## src/rtl/btb_branch_predictor.sv

```systemverilog
// -----------------------------------------------------------------------------
// btb_branch_predictor
//
// Direct-mapped branch target buffer with per-entry saturating direction
// counters. Fetch looks up pc_F combinationally and gets a predicted next PC
// (the stored target when the entry predicts taken, otherwise pc_F+4). The
// resolve stage trains the table with the actual outcome and target, and every
// mispredicted update bumps a saturating statistic counter.
//
// Ports:
//   CLK, nRST          clock (rising edge), asynchronous active-low reset
//   pc_F               fetch PC to look up
//   hit_F              valid entry matches pc_F
//   pred_taken_F       prediction is taken
//   pred_next_F        predicted next fetch PC
//   upd_valid          one strobe per resolved branch/jump
//   upd_pc             PC of the resolved instruction
//   upd_taken          actual outcome (jumps report taken)
//   upd_target         actual taken target
//   upd_pred_taken     direction that was predicted at fetch
//   upd_pred_next      next PC that was predicted at fetch
//   invalidate         clear all valid bits (wins over a same-cycle update)
//   mispredict         combinational: current update was mispredicted
//   stat_mispredict    saturating misprediction count
// -----------------------------------------------------------------------------
module btb_branch_predictor #(
  parameter int ENTRIES  = 16,
  parameter int CTR_BITS = 2,
  parameter int STAT_W   = 32
) (
  input  logic              CLK,
  input  logic              nRST,
  input  logic [31:0]       pc_F,
  output logic              hit_F,
  output logic              pred_taken_F,
  output logic [31:0]       pred_next_F,
  input  logic              upd_valid,
  input  logic [31:0]       upd_pc,
  input  logic              upd_taken,
  input  logic [31:0]       upd_target,
  input  logic              upd_pred_taken,
  input  logic [31:0]       upd_pred_next,
  input  logic              invalidate,
  output logic              mispredict,
  output logic [STAT_W-1:0] stat_mispredict
);

  localparam int IDX_W = $clog2(ENTRIES);
  localparam int TAG_W = 30 - IDX_W;

  localparam logic [CTR_BITS-1:0] CTR_MAX  = '1;
  // Weakly taken: MSB set, all lower bits clear (also correct for CTR_BITS = 1).
  localparam logic [CTR_BITS-1:0] CTR_WT   = ~(CTR_MAX >> 1);
  localparam logic [CTR_BITS-1:0] CTR_ONE  = CTR_BITS'(1);
  localparam logic [STAT_W-1:0]   STAT_MAX = '1;
  localparam logic [STAT_W-1:0]   STAT_ONE = STAT_W'(1);

  logic [ENTRIES-1:0]  valid_q, valid_d;
  logic [TAG_W-1:0]    tag_q    [ENTRIES];
  logic [TAG_W-1:0]    tag_d    [ENTRIES];
  logic [31:0]         target_q [ENTRIES];
  logic [31:0]         target_d [ENTRIES];
  logic [CTR_BITS-1:0] ctr_q    [ENTRIES];
  logic [CTR_BITS-1:0] ctr_d    [ENTRIES];
  logic [STAT_W-1:0]   stat_q, stat_d;

  logic [IDX_W-1:0] lk_idx, up_idx;
  logic [TAG_W-1:0] lk_tag, up_tag;
  logic             up_hit;
  logic             unused_pc_lsbs;

  assign lk_idx = pc_F[IDX_W+1:2];
  assign lk_tag = pc_F[31:IDX_W+2];
  assign up_idx = upd_pc[IDX_W+1:2];
  assign up_tag = upd_pc[31:IDX_W+2];
  assign up_hit = valid_q[up_idx] && (tag_q[up_idx] == up_tag);

  // Instructions are word aligned; the byte offset never selects anything.
  assign unused_pc_lsbs = ^{pc_F[1:0], upd_pc[1:0]};

  // Zero-latency lookup from the registered table (read-before-write).
  always_comb begin
    hit_F        = valid_q[lk_idx] && (tag_q[lk_idx] == lk_tag);
    pred_taken_F = hit_F && ctr_q[lk_idx][CTR_BITS-1];
    if (pred_taken_F) begin
      pred_next_F = target_q[lk_idx];
    end else begin
      pred_next_F = pc_F + 32'd4;
    end
  end

  // Not-taken outcomes are judged on direction only; taken ones also on target.
  assign mispredict = upd_valid &&
                      ((upd_taken != upd_pred_taken) ||
                       (upd_taken && (upd_pred_next != upd_target)));

  assign stat_mispredict = stat_q;

  // Table training and invalidate; invalidate discards a concurrent update.
  always_comb begin
    valid_d  = valid_q;
    tag_d    = tag_q;
    target_d = target_q;
    ctr_d    = ctr_q;
    if (invalidate) begin
      valid_d = '0;
    end else if (upd_valid) begin
      if (up_hit) begin
        if (upd_taken) begin
          target_d[up_idx] = upd_target;
          if (ctr_q[up_idx] != CTR_MAX) begin
            ctr_d[up_idx] = ctr_q[up_idx] + CTR_ONE;
          end else begin
            ctr_d[up_idx] = ctr_q[up_idx];
          end
        end else begin
          if (ctr_q[up_idx] != '0) begin
            ctr_d[up_idx] = ctr_q[up_idx] - CTR_ONE;
          end else begin
            ctr_d[up_idx] = ctr_q[up_idx];
          end
        end
      end else if (upd_taken) begin
        // Allocate, evicting whatever aliased into this slot.
        valid_d[up_idx]  = 1'b1;
        tag_d[up_idx]    = up_tag;
        target_d[up_idx] = upd_target;
        ctr_d[up_idx]    = CTR_WT;
      end else begin
        valid_d = valid_q;
      end
    end else begin
      valid_d = valid_q;
    end
  end

  // Saturating misprediction statistic; counted even during invalidate.
  always_comb begin
    if (mispredict && (stat_q != STAT_MAX)) begin
      stat_d = stat_q + STAT_ONE;
    end else begin
      stat_d = stat_q;
    end
  end

  // State registers.
  always_ff @(posedge CLK or negedge nRST) begin
    if (!nRST) begin
      valid_q <= '0;
      stat_q  <= '0;
      for (int i = 0; i < ENTRIES; i++) begin
        tag_q[i]    <= '0;
        target_q[i] <= '0;
        ctr_q[i]    <= '0;
      end
    end else begin
      valid_q  <= valid_d;
      tag_q    <= tag_d;
      target_q <= target_d;
      ctr_q    <= ctr_d;
      stat_q   <= stat_d;
    end
  end

endmodule

```

## config.mk

```make
export PLATFORM = sky130hd
export DESIGN_NAME = btb_branch_predictor
export DESIGN_NICKNAME = d
export VERILOG_FILES = /design/src/rtl/btb_branch_predictor.sv
export SDC_FILE = /design/constraint.sdc
export NUM_CORES = 2
export LEC_CHECK = 0
export ABC_CLOCK_PERIOD_IN_PS = 12800
export CORE_MARGIN = 2
export CORE_UTILIZATION = 30
export DETAILED_ROUTE_END_ITERATION = 7
export SYNTH_ARGS = -nofsm -noshare
export SYNTH_HDL_FRONTEND = slang
export SYNTH_SLANG_ARGS = --single-unit
```

## constraint.sdc

```tcl
create_clock -name CLK -period 12.8 [get_ports CLK]
set_clock_uncertainty 0.15 [all_clocks]
set_input_delay 2.56 -clock CLK [delete_from_list [all_inputs] [get_ports CLK]]
set_output_delay 2.56 -clock CLK [all_outputs]
set_load 0.01 [all_outputs]
```

* Yosys cells after proc, flatten, opt, wreduce, memory -nomap -nowiden *
Cells that the tools add are included.
Widths: inputs -> output; s select.

storage, ports and cells
  bits of input ports = 134
  output and inout bits = 67
  register bits after elaboration = 1008

cells by class
  equality and inequality tests = 7
  reduce and logical (&&, ||, !) cells = 17
  bitwise operators = 8
  multiplexer cells = 42
  $add $sub $neg = 4
  order comparisons = 6

operators by type and width
  operator               count
  $bwmux 512             1
  $bwmux 416             1
  $mux 32                9
  $bmux 26 s4            2
  $mux 26                5
  $bmux 32 s4            1
  $demux 32 s4           1
  $demux 26 s4           1
  $bwmux 32              3
  $mux 16                4
  $eq 26x26->1           2
  $add 32x1->32 const B  1
  $add 32x3->32 const B  1
  $ne 32x32->1           1
  $ne 32x32->1 const B   1
  $or 16x16->16          2
  $and 16x16->16         1
  $bmux 2 s4             2
  $not 16->16            1
  $ge 5x5->1 const B     2
  $lt 4x5->1 const B     2
  $mux 2                 5
  $not 4->5              2
  $reduce_and 3->1       3
  other kinds (15)       30

* Logic depth before layout (Yosys ltp) *
  depth after elaboration = 9
  depth in mapped cells = 18
  mapped depth without buffers = 11

* Worst setup path before layout *
OpenSTA, ideal clock, no wires.

  kind = input -> output
  from = input pc_F[2]
  to = output pred_next_F[22]
  path buffers = 5
  path slack = 3947 ps
  arrival time = 6143 ps
  stages on the path = 13
  path through = clkbuf_1 buf_2 buf_2 buf_2 mux4_2 a211oi_1 a21oi_1 xor2_1 nor2_1 nand3_1 nor4b_2 clkbuf_1 mux2_2

on the way
  longest elaborated chain between the ends = 8
  elaborated cells between the ends (all ways) = 17
  those cells by class = add/sub: 1; eq/ne: 1; mux: 12; bitwise: 1; reduce/logical: 2

RTL lines
  what                                         RTL line    text
  from (decl)                                  33          input logic [31:0] pc_F,
  $not 4->5 (not written as such)              83, 84, 86
  $bmux 26 s4                                  83          hit_F = valid_q[lk_idx] && (tag_q[lk_idx] == lk_tag);
  $mux 26 (not written as such) (2 in series)  83
  $eq 26x26->1                                 83
  $logic_and 1x1->1                            83
  $logic_and 1x1->1                            84          pred_taken_F = hit_F && ctr_q[lk_idx][CTR_BITS-1];
  $mux 32 (*)                                  85          if (pred_taken_F) begin
  to (decl)                                    36          output logic [31:0] pred_next_F,

Mark *: on every way between the ends. The rest lies on a longest branch, timed or not. The select of a mux whose other input is x is not followed.

* Worst setup path in the final report *
  from = input pc_F[2]
  to = output pred_next_F[10]

The elaborated chain is that of the path after synthesis.

==> impl_metrics.json <==
{
  "status": "completed",
  "die_area_um2": 182000,
  "holdWs_ns": 0.317,
  "final_util_pct": 34.7,
  "ios": 201,
  "syn_avg_cell_area_um2": 12.9,
  "multiInputGateArea_um2": 26600,
  "async_reset_ff_share_pct": 100,
  "timing.final.hold_violations": 0,
  "grt_max_degree": 193,
  "rows": 154,
  "synth-seq-area-share_pct": 47.2,
  "cp.arrival_ns": 7.39,
  "cts_sinks": 1008,
  "insertion_delay_ns": 0.76,
  "layout_min_cycle_time_ns": 10.10,
  "ctsResizeCount": 0,
  "yosys_warnings": 0,
  "switching_power_w": 0.00229,
  "setup_violations": 0,
  "area_delta_synth_final_pct": 14.7,
  "layout-drive-gt1-share_pct": 33.8,
  "portBuffers": 198,
  "routed_wl_um": 171000,
  "synth_nets": 4271,
  "fmax_ghz": 0.0990,
  "cts_root_buf": "clkbuf_16",
  "routedWlPerCell_um": 26.0,
  "pwr-share-comb_pct": 16.3,
  "postCtsSetupBuffers": 0,
  "diodes": 0,
  "antenna_found_initial": 13,
  "drtAntennaViolNets": 0,
  "drv_cap": 0,
  "report.final.slew_viol_count": 0,
  "seq_area_um2": 25200,
  "cp_max_fo": 58,
  "dr.first_iter.drc_count": 3041,
  "startpoint_type": "input pin",
  "setup_tns_ns": 0,
  "swShare_pct": 26.6,
  "cts_hold_buf": 0,
  "die_y_um": 426,
  "hp-class": "flip-flop to flip-flop",
  "vias": 35161,
  "setup_slack_ns": 2.70,
  "grt_pass1_wl_um": 251000,
  "rsz0062_at_grt": "false",
  "clkTransAtPathRegs_ns": 0.06,
  "ys_seq_elements": 1008,
  "gp_congestion": 0.876,
  "synthCells": 4133,
  "max_slew_margin_pct": 13.4,
  "dp_hpwl_um": 103000,
  "clkPwrFrac_pct": 39.1,
  "synthesis.area_um2": 53500,
  "synthFlopType": "dfrtp_1",
  "worst_pin_slew_ns": 1.29,
  "via_per_inst": 5.35,
  "final_common_cell": "dfrtp_1",
  "critPathKind": "input pin to output pin",
  "nNetsFinal": 4278,
  "pre_cts_ws_ns": 2.67,
  "leakage_nw": 27.3,
  "die_w_um": 426,
  "core_area_um2": 177000,
  "route.detailed.drc": 0,
  "period_share_pct": 78.9,
  "cts_tree": "done",
  "n_fill_cell": 17052,
  "p_int_w": 0.00632,
  "grt_pass1_vias": 35946,
  "synth.distinct_cells": 70,
  "h-tree-depth": 3,
  "p_per_area_nw_per_um2": 140,
  "cts_made_buffers": 107,
  "start_util_pct": 30.3,
  "cp.required_ns": 10.09,
  "final_cell_mix": "1008 x dfrtp_1, 756 x nand2_1, 575 x mux2_2, 366 x mux4_2, 189 x clkdlybuf4s50_1",
  "endpoint_kind": "output pin",
  "grt_usage_pct": 18.6,
  "ir_worst_vdd_uv": 126,
  "synth_edf_count": 0,
  "overflow": 0,
  "dr.pass1.iters": 6,
  "clk_path_buf_depth": 3,
  "pwr-share-seq_pct": 44.7
}
area by class of cell:
type,count,share of cell area (%)
well taps,2340,4.78
multi-input cells,2729,43.4
inverters,24,0.147
repair buffers,270,4.31
clock inverters,40,1.09
flip-flops and latches,1008,41.2
clock buffers,156,5.13
routing by layer:
metal  vias up  global-route usage, %  routed length [um]
met1     18863                   24.5               71300
met2      1098                   31.1               84200
li1      14923                      -                   -
met3       271                   3.02                9420
met4         6                   6.38                5850
met5         -                      0                  41
logic make-up after synthesis:
family	Yosys count	synth area share (%)
AOI/OAI and AO/OA	274	3.55
xor gates and xnor gates	142	2.33
adders and majority gates	4	0.0936
buffers and inverters	396	3.42
DFF	1008	47.2
muxes	1217	34.6
and+or+nand+nor	1092	8.85
sequential cells by signal (all words and copies together) (netlist names):
| register | flops |
|---|---|
| tag_q | 416 |
| target_q | 512 |
| ctr_q | 32 |
| stat_mispredict | 32 |
| valid_q | 16 |
cell usage after synthesis (all sizes together), types with 3 or more instances:
library cell / instances / area, um2
a22oi: 31 / 233
o21a: 4 / 31.3
inv: 24 / 90.1
mux4: 375 / 8480
o22ai: 9 / 56.3
and2b: 3 / 22.5
nor3: 24 / 173
nor2: 131 / 611
nand3: 50 / 250
dfrtp: 1008 / 25200
mux2: 747 / 9050
nor4: 13 / 96.3
and3: 21 / 131
xor2: 58 / 508
o221ai: 4 / 35.0
a31o: 10 / 87.6
o21ai: 27 / 135
a221oi: 21 / 184
o31ai: 15 / 113
a22o: 8 / 70.1
and2: 6 / 37.5
nand4: 21 / 131
xnor2: 84 / 736
nand2b: 8 / 50.1
nor2b: 24 / 150
a21oi: 64 / 320
nor3b: 12 / 90.1
clkbuf: 242 / 911
buf: 130 / 826
o211ai: 14 / 105
nand2: 765 / 2870
a211oi: 35 / 263
mux2i: 95 / 951
a21o: 18 / 135
ha: 4 / 50.1
power groups by stage:
stage	combinational, W	clock, W	sequential (W)
after floorplan	0.000974	0	0.00381
after global placement	0.00138	0	0.00387
after detailed placement	0.00141	0	0.00389
after CTS	0.00141	0.00342	0.00384
after global routing	0.00150	0.00356	0.00389
final	0.00140	0.00336	0.00384
through the flow:
stage	instance area, um2	power [W]	cells
2_1_floorplan	53500	0.00478	4133
3_3_place_gp	57500	0.00525	6371
3_5_place_dp	57500	0.00530	6371
4_1_cts	61300	0.00867	6567
5_1_grt	61300	0.00895	6567
6_report	61300	0.00861	6567
worst paths after layout:
check                                       end  slack, ns  cells past startpoint           from
worst max-delay path            pred_next_F[10]       2.70                     11        pc_F[2]
worst min-delay path              target_q[167]       0.32                      2  target_q[167]
worst max register to register        ctr_q[29]       7.34                     10     tag_q[114]
worst min register to register    target_q[167]       0.32                      2  target_q[167]
max in group asynchronous           target_q[5]       8.52                      3           nRST
min in group asynchronous         target_q[355]       1.72                      1           nRST
critical path, stage by stage:
cell and delay (ns):
buf_8 0.45, buf_4 0.56, mux4_2 0.58, mux4_2 0.62
xnor2_1 0.23, and4b_1 0.23, nand3_1 0.12, nor4b_4 0.26
buf_4 0.51, mux2_2 0.40, clkdlybuf4s50_1 0.61
No activity file was read; power rests on OpenSTA's default activity.
